$ cat config.mk
export PLATFORM = sky130hd
export DESIGN_NAME = counter_ctrl
export DESIGN_NICKNAME = d
export VERILOG_FILES = /design/src/rtl/counter_ctrl_pkg.sv /design/src/rtl/counter_ctrl_updown.sv /design/src/rtl/counter_ctrl.sv
export SDC_FILE = /design/constraint.sdc
export NUM_CORES = 1
export LEC_CHECK = 0
export ABC_AREA = 0
export CAP_MARGIN = 20
export CORE_MARGIN = 3
export CORE_UTILIZATION = 42
export DETAILED_ROUTE_END_ITERATION = 10
export HOLD_SLACK_MARGIN = 0.15
export PLACE_DENSITY = 0.73
export SETUP_SLACK_MARGIN = 0.4
export SYNTH_ARGS = -nofsm -noshare
export SYNTH_HDL_FRONTEND = slang
export SYNTH_SLANG_ARGS = --single-unit
$ cat constraint.sdc
create_clock -name clk_2 -period 1.8 [get_ports clk_2]
set_input_delay 0.36 -clock clk_2 [delete_from_list [all_inputs] [get_ports clk_2]]
set_output_delay 0.36 -clock clk_2 [all_outputs]
set_load 0.05 [all_outputs]
$ cat src/rtl/counter_ctrl_pkg.sv
// Shared types for the counter run-control sequencer: FSM states, count modes
// and the direction a fresh run starts in.
package counter_ctrl_pkg;

  typedef enum logic [2:0] {
    IDLE  = 3'd0,
    LOAD  = 3'd1,
    RUN   = 3'd2,
    PAUSE = 3'd3,
    DONE  = 3'd4
  } state_t;

  typedef enum logic [1:0] {
    MODE_UP       = 2'b00,
    MODE_DOWN     = 2'b01,
    MODE_PINGPONG = 2'b10,
    MODE_ONESHOT  = 2'b11
  } mode_t;

  // Only the down-wrap mode starts counting downwards; ping-pong starts up.
  function automatic logic start_dir(input mode_t m);
    return (m != MODE_DOWN);
  endfunction

endpackage

$ cat src/rtl/counter_ctrl_updown.sv
// Plain up/down counter with synchronous load; load has priority over enable
// and the count wraps naturally at both ends.
module updown_counter #(
  parameter int NBITS = 2
) (
  input  logic             clk_2,
  input  logic             reset,
  input  logic             load,
  input  logic             en,
  input  logic             up,
  input  logic [NBITS-1:0] d,
  output logic [NBITS-1:0] q
);

  always_ff @(posedge clk_2 or posedge reset) begin
    if (reset) begin
      q <= '0;
    end else if (load) begin
      q <= d;
    end else if (en) begin
      q <= up ? q + 1'b1 : q - 1'b1;
    end
  end

endmodule

$ cat src/rtl/counter_ctrl.sv
// Run-control sequencer: edge-detects start/stop, sequences IDLE/LOAD/RUN/
// PAUSE/DONE and steers the up/down counter's load, enable and direction.
module counter_ctrl
  import counter_ctrl_pkg::*;
#(
  parameter int NBITS_COUNT = 2
) (
  input  logic                   clk_2,
  input  logic                   reset,
  input  logic                   start,
  input  logic                   stop,
  input  logic [1:0]             mode,
  input  logic                   load_en,
  input  logic [NBITS_COUNT-1:0] load_value,
  output logic [NBITS_COUNT-1:0] count,
  output logic                   busy,
  output logic                   paused,
  output logic                   done,
  output logic                   dir_up,
  output logic                   tc,
  output logic [2:0]             o_dbg_state
);

  localparam logic [NBITS_COUNT-1:0] MAX  = '1;
  localparam logic [NBITS_COUNT-1:0] ZERO = '0;

  state_t                   r_state;
  logic                     r_start_q;
  logic                     r_stop_q;
  logic                     r_dir_up;
  logic                     r_tc;
  logic                     r_busy;
  logic                     r_paused;
  logic                     r_done;
  logic                     r_load_zero;

  mode_t                    w_mode;
  logic                     w_start_rise;
  logic                     w_stop_rise;
  state_t                   w_next_state;
  logic                     w_dir_next;
  logic                     w_tc_next;
  logic                     w_load_zero_next;
  logic                     w_cnt_load;
  logic                     w_cnt_en;
  logic                     w_cnt_up;
  logic [NBITS_COUNT-1:0]   w_cnt_d;

  assign w_mode       = mode_t'(mode);
  assign w_start_rise = start & ~r_start_q;
  assign w_stop_rise  = stop & ~r_stop_q;

  // Stop has priority over start in every state.
  always_comb begin
    w_next_state     = r_state;
    w_dir_next       = r_dir_up;
    w_tc_next        = 1'b0;
    w_load_zero_next = r_load_zero;
    w_cnt_load       = 1'b0;
    w_cnt_en         = 1'b0;
    w_cnt_up         = r_dir_up;
    w_cnt_d          = r_load_zero ? ZERO : load_value;
    case (r_state)
      IDLE: begin
        if (!w_stop_rise && w_start_rise) begin
          w_next_state     = load_en ? LOAD : RUN;
          w_dir_next       = start_dir(w_mode);
          w_load_zero_next = 1'b0;
        end
      end
      LOAD: begin
        w_cnt_load   = 1'b1;
        w_next_state = RUN;
      end
      RUN: begin
        if (w_stop_rise) begin
          w_next_state = PAUSE;
        end else begin
          w_cnt_en = 1'b1;
          case (w_mode)
            MODE_UP: begin
              w_cnt_up   = 1'b1;
              w_dir_next = 1'b1;
              w_tc_next  = (count == MAX);
            end
            MODE_DOWN: begin
              w_cnt_up   = 1'b0;
              w_dir_next = 1'b0;
              w_tc_next  = (count == ZERO);
            end
            MODE_PINGPONG: begin
              if (r_dir_up) begin
                w_cnt_up = (count != MAX);
                if (count == MAX) begin
                  w_dir_next = 1'b0;
                  w_tc_next  = 1'b1;
                end
              end else begin
                w_cnt_up = (count == ZERO);
                if (count == ZERO) begin
                  w_dir_next = 1'b1;
                  w_tc_next  = 1'b1;
                end
              end
            end
            MODE_ONESHOT: begin
              w_cnt_up   = 1'b1;
              w_dir_next = 1'b1;
              if (count == MAX) begin
                w_cnt_en     = 1'b0;
                w_tc_next    = 1'b1;
                w_next_state = DONE;
              end
            end
          endcase
        end
      end
      PAUSE: begin
        if (w_stop_rise) begin
          w_next_state = IDLE;
        end else if (w_start_rise) begin
          w_next_state = RUN;
        end
      end
      DONE: begin
        if (w_stop_rise) begin
          w_next_state = IDLE;
        end else if (w_start_rise) begin
          w_next_state     = LOAD;
          w_dir_next       = start_dir(w_mode);
          w_load_zero_next = ~load_en;
        end
      end
      default: w_next_state = IDLE;
    endcase
  end

  always_ff @(posedge clk_2 or posedge reset) begin
    if (reset) begin
      r_state     <= IDLE;
      r_start_q   <= 1'b1;
      r_stop_q    <= 1'b1;
      r_dir_up    <= 1'b1;
      r_tc        <= 1'b0;
      r_busy      <= 1'b0;
      r_paused    <= 1'b0;
      r_done      <= 1'b0;
      r_load_zero <= 1'b0;
    end else begin
      r_state     <= w_next_state;
      r_start_q   <= start;
      r_stop_q    <= stop;
      r_dir_up    <= w_dir_next;
      r_tc        <= w_tc_next;
      r_busy      <= (w_next_state == LOAD) || (w_next_state == RUN);
      r_paused    <= (w_next_state == PAUSE);
      r_done      <= (w_next_state == DONE);
      r_load_zero <= w_load_zero_next;
    end
  end

  updown_counter #(
    .NBITS(NBITS_COUNT)
  ) u_counter (
    .clk_2(clk_2),
    .reset(reset),
    .load (w_cnt_load),
    .en   (w_cnt_en),
    .up   (w_cnt_up),
    .d    (w_cnt_d),
    .q    (count)
  );

  assign busy        = r_busy;
  assign paused      = r_paused;
  assign done        = r_done;
  assign dir_up      = r_dir_up;
  assign tc          = r_tc;
  assign o_dbg_state = r_state;

endmodule
# Yosys cells after proc, flatten, opt, wreduce, memory -nomap -nowiden
# Cells that the tools add are included.
# op_classes
add_sub_neg	2
multipliers	0
div	0
order_cmp	0
n_eq_ne	18
n_shift	0
muxes	40
bitwise	5
reduce_logical	12
# ops
operator	count
two-way mux 3 bit	8
two-way mux 1 bit	21
one-hot mux 3 bit (5 select lines)	1
equality test 3 x 2 -> 1 bit, second input constant	4
two-way mux 2 bit	5
inequality test 2 bit, second input constant	5
one-hot mux 1 bit (3 select lines)	3
equality test 2 bit, second input constant	3
equality test 3 x 1 -> 1 bit, second input constant	2
equality test 3 bit, second input constant	2
AND reduction 5 bit	1
logical NOT 2 bit	2
one-hot mux 1 bit (4 select lines)	1
AND reduction 4 bit	1
nonzero test 2 bit	2
logical NOT 3 bit	1
NOT 1 bit	3
nonzero test 3 bit	1
adder 2 x 1 -> 2 bit, second input constant	1
AND 1 bit	2
equality test 2 x 1 -> 1 bit, second input constant	1
inequality test 2 x 1 -> 1 bit, second input constant	1
one-hot mux 1 bit (2 select lines)	1
OR reduction 2 bit	1
other kinds (4)	4
# word_totals
register_bits	13
latchBits	0
ram_bits	0
rom_bits	0
input_bits	9
out_inout_bits	10
word_cells	87
memories	0

# Logic depth before layout (Yosys ltp)
# Gate-level depths: netlist of the first run.
# depth
depth_word	8
ltp_mapped	6
depth_no_buf	6

# Modules after synthesis
# Synthesis of the first run repeated with hierarchy kept, for this count alone.
# hier_totals
cells_unflattened	79
area_unflattened_um2	769.5
# by_module_without_submodules
mod	instances	cells_each	area_each_um2	seq_area_each_um2
counter_ctrl	1	66	651.9	279.0
updown_counter	1	13	117.6	50.0

# Worst setup path before layout of the first run
# No wires, ideal clock.
# synth_path
path_kind	flip-flop to flip-flop
startpoint	reg r_state[0], in the netlist o_dbg_state[0]
endpoint	reg r_busy, in the netlist busy
setup_ps	73
t_arrival_ps	1747
required_time_ps	1727
setup_slack_ps	-20
path_stages_with_launch	6
n_path_buf	1
synth_period_minus_slack_ps	1820
path_cell_list	dfrtp_1 > clkbuf_1 > nor2_1 > o31a_1 > or4_4 > a21oi_2
# synth_between
elab_chain_len	6
word_cells_on_any_way	17
classes_between	6 x eq/ne; 9 x mux; 2 x reduce/logical
# synth_rtl
element	line_no	source
from (decl)	counter_ctrl.sv:27	state_t r_state;
from (signal assigned)	counter_ctrl.sv:150	r_state <= w_next_state;
two-way mux 3 bit	counter_ctrl.sv:109	if (count == MAX) begin
two-way mux 3 bit	counter_ctrl.sv:80	case (w_mode)
two-way mux 3 bit	counter_ctrl.sv:76	if (w_stop_rise) begin
one-hot mux 3 bit (5 select lines) (*)	counter_ctrl.sv:63	case (r_state)
equality test 3 x 1 -> 1 bit or equality test 3 x 2 -> 1 bit (tied branches)	counter_ctrl.sv:155	r_busy <= (w_next_state == LOAD) || (w_next_state == RUN);
logical OR 1 bit (*)	counter_ctrl.sv:155	
to (signal assigned)	counter_ctrl.sv:155	
to (decl)	counter_ctrl.sv:32	logic r_busy;
# Every way passes the cells marked *; elsewhere a longest branch is shown, timed or not.
# A chain may end at the register's enable or synchronous reset.

# Worst setup path in the final report of the first run
# layout_path
startpoint	reg r_stop_q
endpoint	reg r_busy, in the netlist busy
# layout_between
elab_chain_len	8
word_cells_on_any_way	12
classes_between	2 x eq/ne; 5 x mux; 2 x bitwise; 3 x reduce/logical
# layout_rtl
element	line_no	source
from (decl)	counter_ctrl.sv:29	logic r_stop_q;
from (signal assigned)	counter_ctrl.sv:152	r_stop_q <= stop;
NOT 1 bit (*)	counter_ctrl.sv:51	assign w_stop_rise = stop & ~r_stop_q;
AND 1 bit (*)	counter_ctrl.sv:51	
logical NOT 1 bit	counter_ctrl.sv:65	if (!w_stop_rise && w_start_rise) begin
logical AND 1 bit	counter_ctrl.sv:65	
two-way mux 3 bit	counter_ctrl.sv:65	
one-hot mux 3 bit (5 select lines) (*)	counter_ctrl.sv:63	
equality test 3 x 1 -> 1 bit or equality test 3 x 2 -> 1 bit (tied branches)	counter_ctrl.sv:155	
logical OR 1 bit (*)	counter_ctrl.sv:155	
# Marked as above.

==> flow_results.xml, run 1 <==
<?xml version="1.0" encoding="UTF-8"?>
<metrics>
  <group name="placement">
    <metric name="detailed_place_hpwl" unit="mm">1.38</metric>
    <metric name="placement.cell_area" unit="sq um">1030</metric>
    <metric name="global_placer_s_final_weighted_congestion" unit="">0.836</metric>
    <metric name="placement.setup.worst_slack" unit="ns">-0.396</metric>
    <metric name="placement.io_buffers" unit="">18</metric>
  </group>
  <group name="logic_synthesis">
    <metric name="synth_seq_cells" unit="">13</metric>
    <metric name="syn-instance-count" unit="">77</metric>
    <metric name="syn_area" unit="sq um">752</metric>
    <metric name="ys_seq_area_frac" unit="">0.438</metric>
    <metric name="synthesis.nets" unit="">90</metric>
    <metric name="synth-warning-count" unit="">0</metric>
    <metric name="synthesis.area_per_instance" unit="sq um">9.77</metric>
    <metric name="count_of_different_cell_masters_after_synthesis" unit="">34</metric>
  </group>
  <group name="power_and_ir_drop">
    <metric name="vdd.ir_drop.worst" unit="mV">1.01</metric>
    <metric name="design_power_total" unit="mW">1.91</metric>
    <metric name="power_density" unit="nW/um^2">1560</metric>
    <metric name="total_leakage_power" unit="nW">0.558</metric>
  </group>
  <group name="floorplanning">
    <metric name="floorplan.die_area" unit="sq um">2330</metric>
    <metric name="top_level_ports" unit="">19</metric>
    <metric name="start_util" unit="">0.472</metric>
    <metric name="die_height" unit="um">48.3</metric>
    <metric name="core.rowCount" unit="">14</metric>
    <metric name="die_x" unit="um">48.3</metric>
    <metric name="design.core.area" unit="sq um">1590</metric>
  </group>
  <group name="critical_path">
    <metric name="timing.rr.start" unit="">r_stop_q</metric>
    <metric name="startpoint_type" unit="">flip-flop</metric>
    <metric name="critical_path.endpoint_type" unit="">flip-flop</metric>
    <metric name="worstSetupPathType" unit="">flip-flop to flip-flop</metric>
    <metric name="timing.reg2reg.setup_slack" unit="ns">0.28</metric>
    <metric name="critical_path_required" unit="ns">2.01</metric>
    <metric name="worst_ep_arrival_time" unit="ns">1.73</metric>
    <metric name="worstRegToRegCells" unit="">4</metric>
    <metric name="critPathMaxFanout" unit="">5</metric>
    <metric name="crit-reg2reg-capture" unit="">busy</metric>
  </group>
  <group name="global_route">
    <metric name="grt_overflow_total" unit="">0</metric>
    <metric name="number_of_global_route_vias_before_repair" unit="">704</metric>
    <metric name="antenna_violations_before_repair" unit="">0</metric>
    <metric name="grt_pass1_wl" unit="mm">3.28</metric>
    <metric name="grt_use_total" unit="">0.182</metric>
    <metric name="grt_max_degree" unit="">14</metric>
  </group>
  <group name="clock_tree">
    <metric name="clockRootBuffer" unit="">sky130_fd_sc_hd__clkbuf_4</metric>
    <metric name="clk_pin_slew" unit="ns">0.08</metric>
    <metric name="clock_sink_count" unit="">13</metric>
    <metric name="cts.htree.levels" unit="">1</metric>
    <metric name="tritoncts" unit="">done</metric>
    <metric name="clock_latency" unit="ns">0.28</metric>
    <metric name="cts_buffers" unit="">3</metric>
    <metric name="post_cts_hold_buffer_count" unit="">0</metric>
    <metric name="ctsLongestPathBuffers" unit="">2</metric>
  </group>
  <group name="detailed_routing">
    <metric name="wl_per_cell" unit="um">16.0</metric>
    <metric name="wirelength" unit="mm">2.26</metric>
    <metric name="count_of_routing_violations_after_the_opening_detailed_route_iteration" unit="">47</metric>
    <metric name="per_cell_via_count_in_the_routed_design" unit="">5.59</metric>
    <metric name="postRouteAntennaNets" unit="">0</metric>
    <metric name="dr_total_vias" unit="">788</metric>
    <metric name="drt_first_pass_iters" unit="">4</metric>
    <metric name="drc_violation_count_after_routing" unit="">0</metric>
  </group>
  <group name="sta">
    <metric name="timing.final.hold_violations" unit="">0</metric>
    <metric name="slew_headroom" unit="">0.680</metric>
    <metric name="final.period_utilization" unit="">0.843</metric>
    <metric name="rsz_0062_raised_after_global_routing" unit="">yes</metric>
    <metric name="finClkSkew" unit="ns">0.00186</metric>
    <metric name="min_period" unit="ns">1.52</metric>
    <metric name="fmax" unit="MHz">659</metric>
    <metric name="slew_viol_final" unit="">0</metric>
    <metric name="tightest_slew" unit="ns">0.474</metric>
    <metric name="setup_slack" unit="ns">0.282</metric>
    <metric name="finish_stage_setup_viols" unit="">0</metric>
  </group>
  <group name="layout">
    <metric name="drive_gt1_frac" unit="">0.538</metric>
    <metric name="antennaDiodeCount" unit="">0</metric>
    <metric name="design.final.nets" unit="">131</metric>
    <metric name="filler_cell_count" unit="">96</metric>
    <metric name="fin_area" unit="sq um">1230</metric>
    <metric name="finish.utilization" unit="">0.770</metric>
    <metric name="multiInputGateArea" unit="sq um">458</metric>
    <metric name="area_growth" unit="%">63.2</metric>
    <metric name="layout.area.seq" unit="sq um">335</metric>
  </group>
  <group name="min_path">
    <metric name="min-delay-path-class" unit="">input port to flip-flop</metric>
    <metric name="hold_path_depth" unit="">1</metric>
    <metric name="min-delay-start" unit="">start</metric>
    <metric name="timing.hold.worst_endpoint" unit="">r_start_q</metric>
  </group>
  <group name="run">
    <metric name="maxCapViolations" unit="">0</metric>
  </group>
  <group name="outcome">
    <metric name="status" unit="">finished, final reports clean</metric>
  </group>
</metrics>
-- flip-flops by register name (all words and copies together), names as in the netlist --
register,cells
tc,1
r_load_zero,1
paused,1
r_start_q,1
busy,1
done,1
u_counter.q,2
dir_up,1
o_dbg_state,3
r_stop_q,1
-- critical path, cell delays in order, from the launching register on --
cell and delay [ns]:
sky130_fd_sc_hd__dfstp_2 0.55, sky130_fd_sc_hd__nor2b_4 0.05, sky130_fd_sc_hd__o31a_1 0.27, sky130_fd_sc_hd__or4_4 0.45, sky130_fd_sc_hd__a21oi_2 0.13
-- worst max path at each step --
stage / start / end / slack (ns)
3_5_place_dp: mode[0] / tc / -0.40
4_1_cts: r_stop_q / busy / 0.31
3_3_place_gp: mode[0] / tc / -0.23
5_1_grt: r_stop_q / u_counter.q[0] / 0.23
6_report: r_stop_q / busy / 0.28
2_1_floorplan: r_stop_q / busy / 0.26
-- metal layers --
| layer | track usage | routed length, um | up-vias |
|---|---|---|---|
| met2 | 0.298 | 1090 | 49 |
| met5 | 0 | 0 | - |
| met1 | 0.231 | 922 | 364 |
| met4 | 0.0664 | 59 | 0 |
| met3 | 0.0460 | 184 | 12 |
| li1 | - | - | 363 |
-- power by group --
group | total, mW | internal, mW | switching, mW
Clock | 0.185 | 0.0859 | 0.0995
Combinational | 1.14 | 0.503 | 0.638
Sequential | 0.587 | 0.409 | 0.179
Total | 1.91 | 0.998 | 0.916
-- cells in the mapped netlist, drive strengths merged --
cell     count  area [sq um]
dfrtp       10           250
inv          8          30.0
nand2b       5          31.3
nor3         5          30.0
a21oi        4          23.8
ha           4          50.1
nor2         4          15.0
o21ai        4          20.0
dfstp        3          78.8
nand2        3          11.3
a31oi        2          12.5
clkbuf       2          7.51
nand3        2          10.0
nand3b       2          15.0
nor2b        2          20.0
nor4         2          12.5
a2111o       1          11.3
a211oi       1          7.51
a222oi       1          10.0
a2bb2oi      1          8.76
and2         1          6.26
and3         1          6.26
buf          1          11.3
mux2         1          11.3
mux2i        1          10.0
nor3b        1          7.51
o22ai        1          6.26
o311a        1          10.0
o31a         1          8.76
o31ai        1          7.51
or4          1          11.3
-- cells in the final DEF (no fill, tap or decap), types with 2 or more instances in the layout --
cell type / n
sky130_fd_sc_hd__o21ai_0: 3
sky130_fd_sc_hd__a21oi_2: 3
sky130_fd_sc_hd__nand3b_1: 2
sky130_fd_sc_hd__ha_1: 3
sky130_fd_sc_hd__a31oi_1: 2
sky130_fd_sc_hd__nor3_1: 3
sky130_fd_sc_hd__nand2b_1: 4
sky130_fd_sc_hd__nor2_1: 3
sky130_fd_sc_hd__clkdlybuf4s50_1: 4
sky130_fd_sc_hd__nand3_1: 2
sky130_fd_sc_hd__clkdlybuf4s15_2: 2
sky130_fd_sc_hd__dfrtp_1: 5
sky130_fd_sc_hd__buf_6: 6
sky130_fd_sc_hd__inv_2: 2
sky130_fd_sc_hd__clkbuf_4: 3
sky130_fd_sc_hd__buf_4: 24
sky130_fd_sc_hd__nand2_1: 2
sky130_fd_sc_hd__dlygate4sd2_1: 2
sky130_fd_sc_hd__dfstp_2: 3
sky130_fd_sc_hd__inv_1: 6
sky130_fd_sc_hd__dfrtp_2: 5
-- through the flow --
stage	hold slack, ns	setup TNS, ns	instances
CTS	0.322	0	136
global placement	0.547	-0.598	125
finish	0.326	0	141
floorplan	0.234	0	77
detailed placement	0.550	-0.996	125
global route	0.315	0	141
-- area by class of cell --
cell class	instances	share of cell area
clock buffers	4	0.0214
inverters	8	0.0245
multi-input cells	53	0.373
flip-flops and latches	13	0.273
well taps	24	0.0245
repair buffers	39	0.283
-- cell families (layout without fill, tap and decap cells) --
family	after synthesis	after routing	synth area share
buffers and inverters	11	51	0.0649
multiplexers	2	2	0.0283
flip-flops	13	13	0.438
AND/OR/NAND/NOR	29	29	0.235
adder cells (fa/ha/maj)	4	4	0.0666
AO/OA/AOI/OAI	18	18	0.168
-- repair_timing --
action	in CTS	in global routing
setup buffers	7	5
gates resized for setup	16	11
endpoints found under the setup margin	8	10
pin swaps	5	5
(Power assumes the default switching activity.)
==> inputs of run 2 (changes only) <==
clock period = 1.3 ns   (was 1.8 ns; I/O delays follow)
==> run 2 against run 1 <==
- largest power group unchanged
- wire length up 33%
- hold slack worse by 0.014 ns
- register-to-register slack worse by 0.53 ns
- clock-buffer cell count unchanged
- the flow now finishes with violations (setup timing)
==> flow_results.xml, run 2 (same netlist as run 1, synthesis figures left out) <==
<?xml version="1.0" encoding="UTF-8"?>
<metrics>
  <group name="placement">
    <metric name="detailed_place_hpwl" unit="mm">1.57</metric>
    <metric name="dpl.cell_count" unit="">140</metric>
    <metric name="global_placer_s_final_weighted_congestion" unit="">0.845</metric>
    <metric name="placement.setup.worst_slack" unit="ns">-0.745</metric>
    <metric name="placement.io_buffers" unit="">18</metric>
  </group>
  <group name="critical_path">
    <metric name="cpPeakStageDelay" unit="ns">0.49</metric>
    <metric name="critical_path.top_delay_family" unit="">buffers and inverters</metric>
    <metric name="crit-reg2reg-capture" unit="">u_counter.q[0]</metric>
    <metric name="timing.reg2reg.setup_slack" unit="ns">-0.25</metric>
    <metric name="critical_path_required" unit="ns">1.46</metric>
    <metric name="worst_ep_arrival_time" unit="ns">1.73</metric>
    <metric name="worstRegToRegCells" unit="">7</metric>
    <metric name="worstSetupPathType" unit="">input port to flip-flop</metric>
    <metric name="critPathMostFrequentCell" unit="">sky130_fd_sc_hd__buf_6</metric>
    <metric name="critical_path.endpoint_type" unit="">flip-flop</metric>
    <metric name="timing.rr.start" unit="">r_stop_q</metric>
    <metric name="cp_num_buf_inv" unit="">4</metric>
    <metric name="critPathMaxFanout" unit="">5</metric>
    <metric name="critPathSlowestCell" unit="">sky130_fd_sc_hd__clkdlybuf4s50_1</metric>
    <metric name="path_cells" unit="">clkdlybuf4s50_1 &gt; nor2b_4 &gt; buf_6 &gt; buf_6 &gt; nor3_4 &gt; buf_6 &gt; o31ai_1 &gt; a31oi_1</metric>
    <metric name="startpoint_type" unit="">input port</metric>
  </group>
  <group name="layout">
    <metric name="mostFrequentLayoutCell" unit="">sky130_fd_sc_hd__buf_4</metric>
    <metric name="drive_gt1_frac" unit="">0.568</metric>
    <metric name="filler_cell_count" unit="">58</metric>
    <metric name="antennaDiodeCount" unit="">0</metric>
    <metric name="largest_reg_flops" unit="">3</metric>
    <metric name="instances_no_fill" unit="">156</metric>
    <metric name="most-common-layout-cells" unit="">23 x sky130_fd_sc_hd__buf_4, 13 x sky130_fd_sc_hd__buf_6, 10 x sky130_fd_sc_hd__buf_12</metric>
    <metric name="area_growth" unit="%">96.5</metric>
    <metric name="design.final.nets" unit="">146</metric>
  </group>
  <group name="floorplanning">
    <metric name="die_x" unit="um">48.3</metric>
    <metric name="start_util" unit="">0.472</metric>
    <metric name="top_level_ports" unit="">19</metric>
    <metric name="die_height" unit="um">48.3</metric>
    <metric name="core.rowCount" unit="">14</metric>
    <metric name="floorplan.die_area" unit="sq um">2330</metric>
    <metric name="design.core.area" unit="sq um">1590</metric>
  </group>
  <group name="detailed_routing">
    <metric name="dr_total_vias" unit="">883</metric>
    <metric name="postRouteAntennaNets" unit="">0</metric>
    <metric name="wl_per_cell" unit="um">19.2</metric>
    <metric name="count_of_routing_violations_after_the_opening_detailed_route_iteration" unit="">43</metric>
    <metric name="drt_first_pass_iters" unit="">4</metric>
    <metric name="per_cell_via_count_in_the_routed_design" unit="">5.66</metric>
    <metric name="wirelength" unit="mm">2.99</metric>
    <metric name="drc_violation_count_after_routing" unit="">0</metric>
  </group>
  <group name="run">
    <metric name="maxCapViolations" unit="">0</metric>
  </group>
  <group name="sta">
    <metric name="finish_stage_setup_viols" unit="">14</metric>
    <metric name="timing.final.hold_violations" unit="">0</metric>
    <metric name="tightest_slew" unit="ns">0.518</metric>
    <metric name="min_period" unit="ns">1.57</metric>
    <metric name="slew_viol_final" unit="">0</metric>
    <metric name="fmax" unit="MHz">635</metric>
    <metric name="slew_headroom" unit="">0.651</metric>
    <metric name="finClkSkew" unit="ns">0.00480</metric>
    <metric name="setup_slack" unit="ns">-0.275</metric>
    <metric name="final.period_utilization" unit="">1.21</metric>
    <metric name="hold_ws" unit="ns">0.312</metric>
    <metric name="rsz_0062_raised_after_global_routing" unit="">yes</metric>
  </group>
  <group name="global_route">
    <metric name="grt_max_degree" unit="">14</metric>
    <metric name="antenna_violations_before_repair" unit="">0</metric>
    <metric name="grt_use_total" unit="">0.240</metric>
    <metric name="number_of_global_route_vias_before_repair" unit="">897</metric>
    <metric name="grt_overflow_total" unit="">0</metric>
    <metric name="grt_pass1_wl" unit="mm">4.24</metric>
  </group>
  <group name="clock_tree">
    <metric name="post_cts_hold_buffer_count" unit="">0</metric>
    <metric name="clock_latency" unit="ns">0.28</metric>
    <metric name="ctsLongestPathBuffers" unit="">2</metric>
    <metric name="cts_buffers" unit="">3</metric>
    <metric name="cts.htree.levels" unit="">1</metric>
    <metric name="clock_sink_count" unit="">13</metric>
    <metric name="clk_pin_slew" unit="ns">0.08</metric>
    <metric name="clockRootBuffer" unit="">sky130_fd_sc_hd__clkbuf_4</metric>
    <metric name="tritoncts" unit="">done</metric>
  </group>
  <group name="power_and_ir_drop">
    <metric name="vdd.ir_drop.worst" unit="mV">1.77</metric>
    <metric name="power_density" unit="nW/um^2">2300</metric>
    <metric name="total_leakage_power" unit="nW">0.673</metric>
  </group>
  <group name="outcome">
    <metric name="status" unit="">finished with violations</metric>
    <metric name="violations" unit="">setup timing</metric>
  </group>
  <group name="min_path">
    <metric name="min-delay-path-class" unit="">input port to asynchronous set/reset pin</metric>
  </group>
</metrics>
run 2: changes by cell type in the layout (fill, tap and decap cells not counted), sizes merged:
cell,previous run,this run
clkdlybuf4s50,4,5
dlygate4sd2,2,1
buf,31,46
run 2: where the power goes:
group	internal [mW]	total, mW	switching [mW]
clock	0.119	0.255	0.136
sequential	0.578	0.802	0.224
combinational	1.24	2.34	1.09
total	1.94	3.39	1.45
run 2: routing by layer:
layer	vias to the layer above	track usage	part of all wire
met2	58	0.429	0.51
met4	0	0.0616	0.029
met3	12	0.0675	0.076
met5	-	0	0
met1	426	0.282	0.38
li1	387	-	-
run 2: worst max-delay path by stage:
stage | slack (ns) | start | to | cells past startpoint
floorplan | -0.24 | r_stop_q | busy | 5
global placement | -0.59 | mode[0] | tc | 7
detailed placement | -0.75 | mode[0] | tc | 7
CTS | -0.22 | r_stop_q | busy | 4
global route | -0.34 | stop | u_counter.q[1] | 8
finish | -0.27 | stop | u_counter.q[1] | 8
run 2: area by class of cell:
class	count	area, sq um	share of cell area
Sequential cell	13	339	0.229
Multi-Input combinational cell	53	454	0.307
Clock buffer	4	26.3	0.0178
Timing Repair Buffer	54	598	0.405
Tap cell	24	30.0	0.0203
Inverter	8	30.0	0.0203
run 2: through the flow:
stage	cell area, sq um	TNS, ns	util	power [mW]
after floorplan	816	-1.18	-	1.72
after global placement	1270	-4.26	0.795	2.56
after detailed placement	1270	-4.91	0.795	2.62
after CTS	1420	-1.20	0.890	3.14
after global routing	1480	-2.52	0.927	3.52
final	1480	-2.06	0.927	3.39
run 2: timing repair:
action                                  CTS  global route
endpoints found under the setup margin   21            21
buffers inserted                          7             5
pin swaps                                 5             5
gates resized for setup                  21             8
gates cloned                              0             0
run 2: worst reg2reg max path: stages, from the launching register on:
cell	delay, ns
sky130_fd_sc_hd__dfstp_2	0.55
sky130_fd_sc_hd__nor2b_4	0.05
sky130_fd_sc_hd__buf_6	0.11
sky130_fd_sc_hd__buf_6	0.11
sky130_fd_sc_hd__nor3_4	0.21
sky130_fd_sc_hd__buf_6	0.15
sky130_fd_sc_hd__mux2i_1	0.17
sky130_fd_sc_hd__o21ai_1	0.07
==> inputs of run 3 (changes only) <==
GPL_TIMING_DRIVEN = 0   (was not set)
==> run 3 against run 2 <==
- the flow still finishes with violations (setup timing)
- sequential share of layout area up 1.6 points
- wire length down 17%
- total power down 5.2%
- clock power up 7%
- non-clock buffer count down 12
- critical path depth down 3
- sequential power down 4.9%
- largest cell class is now multi-input combinational cells
- largest power group unchanged
==> flow_results.xml, run 3 (same netlist as run 1, synthesis figures left out) <==
<?xml version="1.0" encoding="UTF-8"?>
<metrics>
  <group name="placement">
    <metric name="detailed_place_hpwl" unit="mm">1.18</metric>
    <metric name="placement.io_buffers" unit="">18</metric>
    <metric name="global_placer_s_final_weighted_congestion" unit="">0.805</metric>
    <metric name="placement.cell_area" unit="sq um">1030</metric>
    <metric name="placement.setup.worst_slack" unit="ns">-0.749</metric>
  </group>
  <group name="global_route">
    <metric name="antenna_violations_before_repair" unit="">0</metric>
    <metric name="grt_overflow_total" unit="">0</metric>
    <metric name="grt_max_degree" unit="">14</metric>
    <metric name="grt_use_total" unit="">0.217</metric>
    <metric name="grt_pass1_wl" unit="mm">3.81</metric>
    <metric name="number_of_global_route_vias_before_repair" unit="">777</metric>
  </group>
  <group name="layout">
    <metric name="finish.utilization" unit="">0.867</metric>
    <metric name="layout.area.seq" unit="sq um">339</metric>
    <metric name="fin_area" unit="sq um">1380</metric>
    <metric name="area_growth" unit="%">83.9</metric>
    <metric name="filler_cell_count" unit="">78</metric>
    <metric name="antennaDiodeCount" unit="">0</metric>
    <metric name="mostFrequentLayoutCell" unit="">sky130_fd_sc_hd__buf_4</metric>
    <metric name="largest_reg_flops" unit="">3</metric>
    <metric name="most-common-layout-cells" unit="">13 x sky130_fd_sc_hd__buf_4, 11 x sky130_fd_sc_hd__buf_6, 8 x sky130_fd_sc_hd__inv_1</metric>
    <metric name="multiInputGateArea" unit="sq um">503</metric>
    <metric name="design.final.nets" unit="">134</metric>
    <metric name="drive_gt1_frac" unit="">0.600</metric>
  </group>
  <group name="power_and_ir_drop">
    <metric name="total_leakage_power" unit="nW">0.614</metric>
    <metric name="power_density" unit="nW/um^2">2330</metric>
    <metric name="design_power_total" unit="mW">3.22</metric>
    <metric name="vdd.ir_drop.worst" unit="mV">1.66</metric>
  </group>
  <group name="clock_tree">
    <metric name="cts_buffers" unit="">3</metric>
    <metric name="cts.htree.levels" unit="">1</metric>
    <metric name="post_cts_hold_buffer_count" unit="">0</metric>
    <metric name="ctsLongestPathBuffers" unit="">2</metric>
    <metric name="clock_latency" unit="ns">0.29</metric>
    <metric name="clk_pin_slew" unit="ns">0.09</metric>
    <metric name="clock_sink_count" unit="">13</metric>
    <metric name="tritoncts" unit="">done</metric>
    <metric name="clockRootBuffer" unit="">sky130_fd_sc_hd__clkbuf_4</metric>
  </group>
  <group name="sta">
    <metric name="setup_slack" unit="ns">-0.348</metric>
    <metric name="final.period_utilization" unit="">1.27</metric>
    <metric name="fmax" unit="MHz">607</metric>
    <metric name="finish_stage_setup_viols" unit="">11</metric>
    <metric name="finClkSkew" unit="ns">0.00629</metric>
    <metric name="slew_headroom" unit="">0.653</metric>
    <metric name="slew_viol_final" unit="">0</metric>
    <metric name="rsz_0062_raised_after_global_routing" unit="">yes</metric>
    <metric name="timing.final.hold_violations" unit="">0</metric>
    <metric name="min_period" unit="ns">1.65</metric>
    <metric name="hold_ws" unit="ns">0.289</metric>
    <metric name="tightest_slew" unit="ns">0.520</metric>
  </group>
  <group name="critical_path">
    <metric name="worstSetupPathType" unit="">flip-flop to flip-flop</metric>
    <metric name="critical_path.endpoint_type" unit="">flip-flop</metric>
    <metric name="cp_num_buf_inv" unit="">1</metric>
    <metric name="path_cells" unit="">nor2b_4 &gt; buf_6 &gt; o31a_1 &gt; or4_4 &gt; a21oi_2</metric>
    <metric name="startpoint_type" unit="">flip-flop</metric>
    <metric name="cpPeakStageDelay" unit="ns">0.55</metric>
    <metric name="timing.reg2reg.setup_slack" unit="ns">-0.35</metric>
    <metric name="critPathSlowestCell" unit="">sky130_fd_sc_hd__dfstp_2</metric>
    <metric name="critical_path.top_delay_family" unit="">flip-flops</metric>
    <metric name="critical_path_cell_count" unit="">5</metric>
    <metric name="cp_launch_point" unit="">r_stop_q</metric>
    <metric name="worstRegToRegCells" unit="">5</metric>
    <metric name="crit-reg2reg-capture" unit="">busy</metric>
    <metric name="critical_path_required" unit="ns">1.52</metric>
    <metric name="critPathMaxFanout" unit="">6</metric>
    <metric name="critPathCapture" unit="">busy</metric>
    <metric name="worst_ep_arrival_time" unit="ns">1.87</metric>
    <metric name="timing.rr.start" unit="">r_stop_q</metric>
  </group>
  <group name="floorplanning">
    <metric name="core.rowCount" unit="">14</metric>
    <metric name="die_height" unit="um">48.3</metric>
    <metric name="floorplan.die_area" unit="sq um">2330</metric>
    <metric name="design.core.area" unit="sq um">1590</metric>
    <metric name="die_x" unit="um">48.3</metric>
    <metric name="top_level_ports" unit="">19</metric>
    <metric name="start_util" unit="">0.472</metric>
  </group>
  <group name="outcome">
    <metric name="violations" unit="">setup timing</metric>
    <metric name="status" unit="">finished with violations</metric>
  </group>
  <group name="detailed_routing">
    <metric name="drc_violation_count_after_routing" unit="">0</metric>
    <metric name="top_signal_layer_used" unit="">met4</metric>
    <metric name="dr_total_vias" unit="">798</metric>
    <metric name="count_of_routing_violations_after_the_opening_detailed_route_iteration" unit="">31</metric>
    <metric name="dr_wl_met3" unit="um">149</metric>
    <metric name="drt-met1-wl" unit="um">960</metric>
    <metric name="wirelength" unit="mm">2.48</metric>
    <metric name="postRouteAntennaNets" unit="">0</metric>
    <metric name="wl_per_cell" unit="um">17.2</metric>
    <metric name="wl_met2" unit="mm">1.30</metric>
    <metric name="drt_first_pass_iters" unit="">4</metric>
    <metric name="per_cell_via_count_in_the_routed_design" unit="">5.54</metric>
  </group>
  <group name="min_path">
    <metric name="min-delay-path-class" unit="">input port to asynchronous set/reset pin</metric>
  </group>
  <group name="run">
    <metric name="maxCapViolations" unit="">0</metric>
  </group>
</metrics>
[run 3: power by group]
part	total, mW	switching [mW]	internal (mW)
logic	2.18	1.08	1.10
clock network	0.272	0.152	0.120
registers	0.763	0.186	0.577
[run 3: area by class of cell]
cell class	instances	share of cell area
repair buffers	39	0.300
multi-input cells	53	0.364
clock buffers	4	0.0190
plain buffers	3	0.0290
inverters	8	0.0217
well taps	24	0.0217
flip-flops and latches	13	0.245
[run 3: worst register-to-register path: stages, from the launching register on]
cell                      delay, ns
sky130_fd_sc_hd__dfstp_2       0.55
sky130_fd_sc_hd__nor2b_4       0.04
sky130_fd_sc_hd__buf_6         0.13
sky130_fd_sc_hd__o31a_1        0.28
sky130_fd_sc_hd__or4_4         0.45
sky130_fd_sc_hd__a21oi_2       0.14
[run 3: metal layers]
layer  global-route usage  vias up
met4                0.118        0
met1                0.261      391
met3               0.0521        8
met2                0.356       38
met5                    0        -
li1                     -      361
[run 3: how the worst min path moves through the flow]
stage,startpoint,endpoint,slack [ns],cells past startpoint
after CTS,reset,paused,0.31,2
after global routing,reset,tc,0.31,2
final,reset,paused,0.29,2
after global placement,r_load_zero,r_load_zero,0.55,2
after detailed placement,r_load_zero,r_load_zero,0.56,2
after floorplan,reset,busy,0.13,1
[run 3: repair_timing]
item,4_1_cts,5_1_grt
setup endpoints to repair,21,21
buffers inserted,13,8
pin swaps,3,5
hold endpoints to repair,0,0
gates resized for setup,95,14
[run 3: stage by stage]
step | setup TNS (ns) | instances
global route | -2.79 | 144
detailed placement | -6.22 | 119
CTS | -1.51 | 136
global placement | -6.02 | 119
finish | -2.16 | 144
floorplan | -1.18 | 77
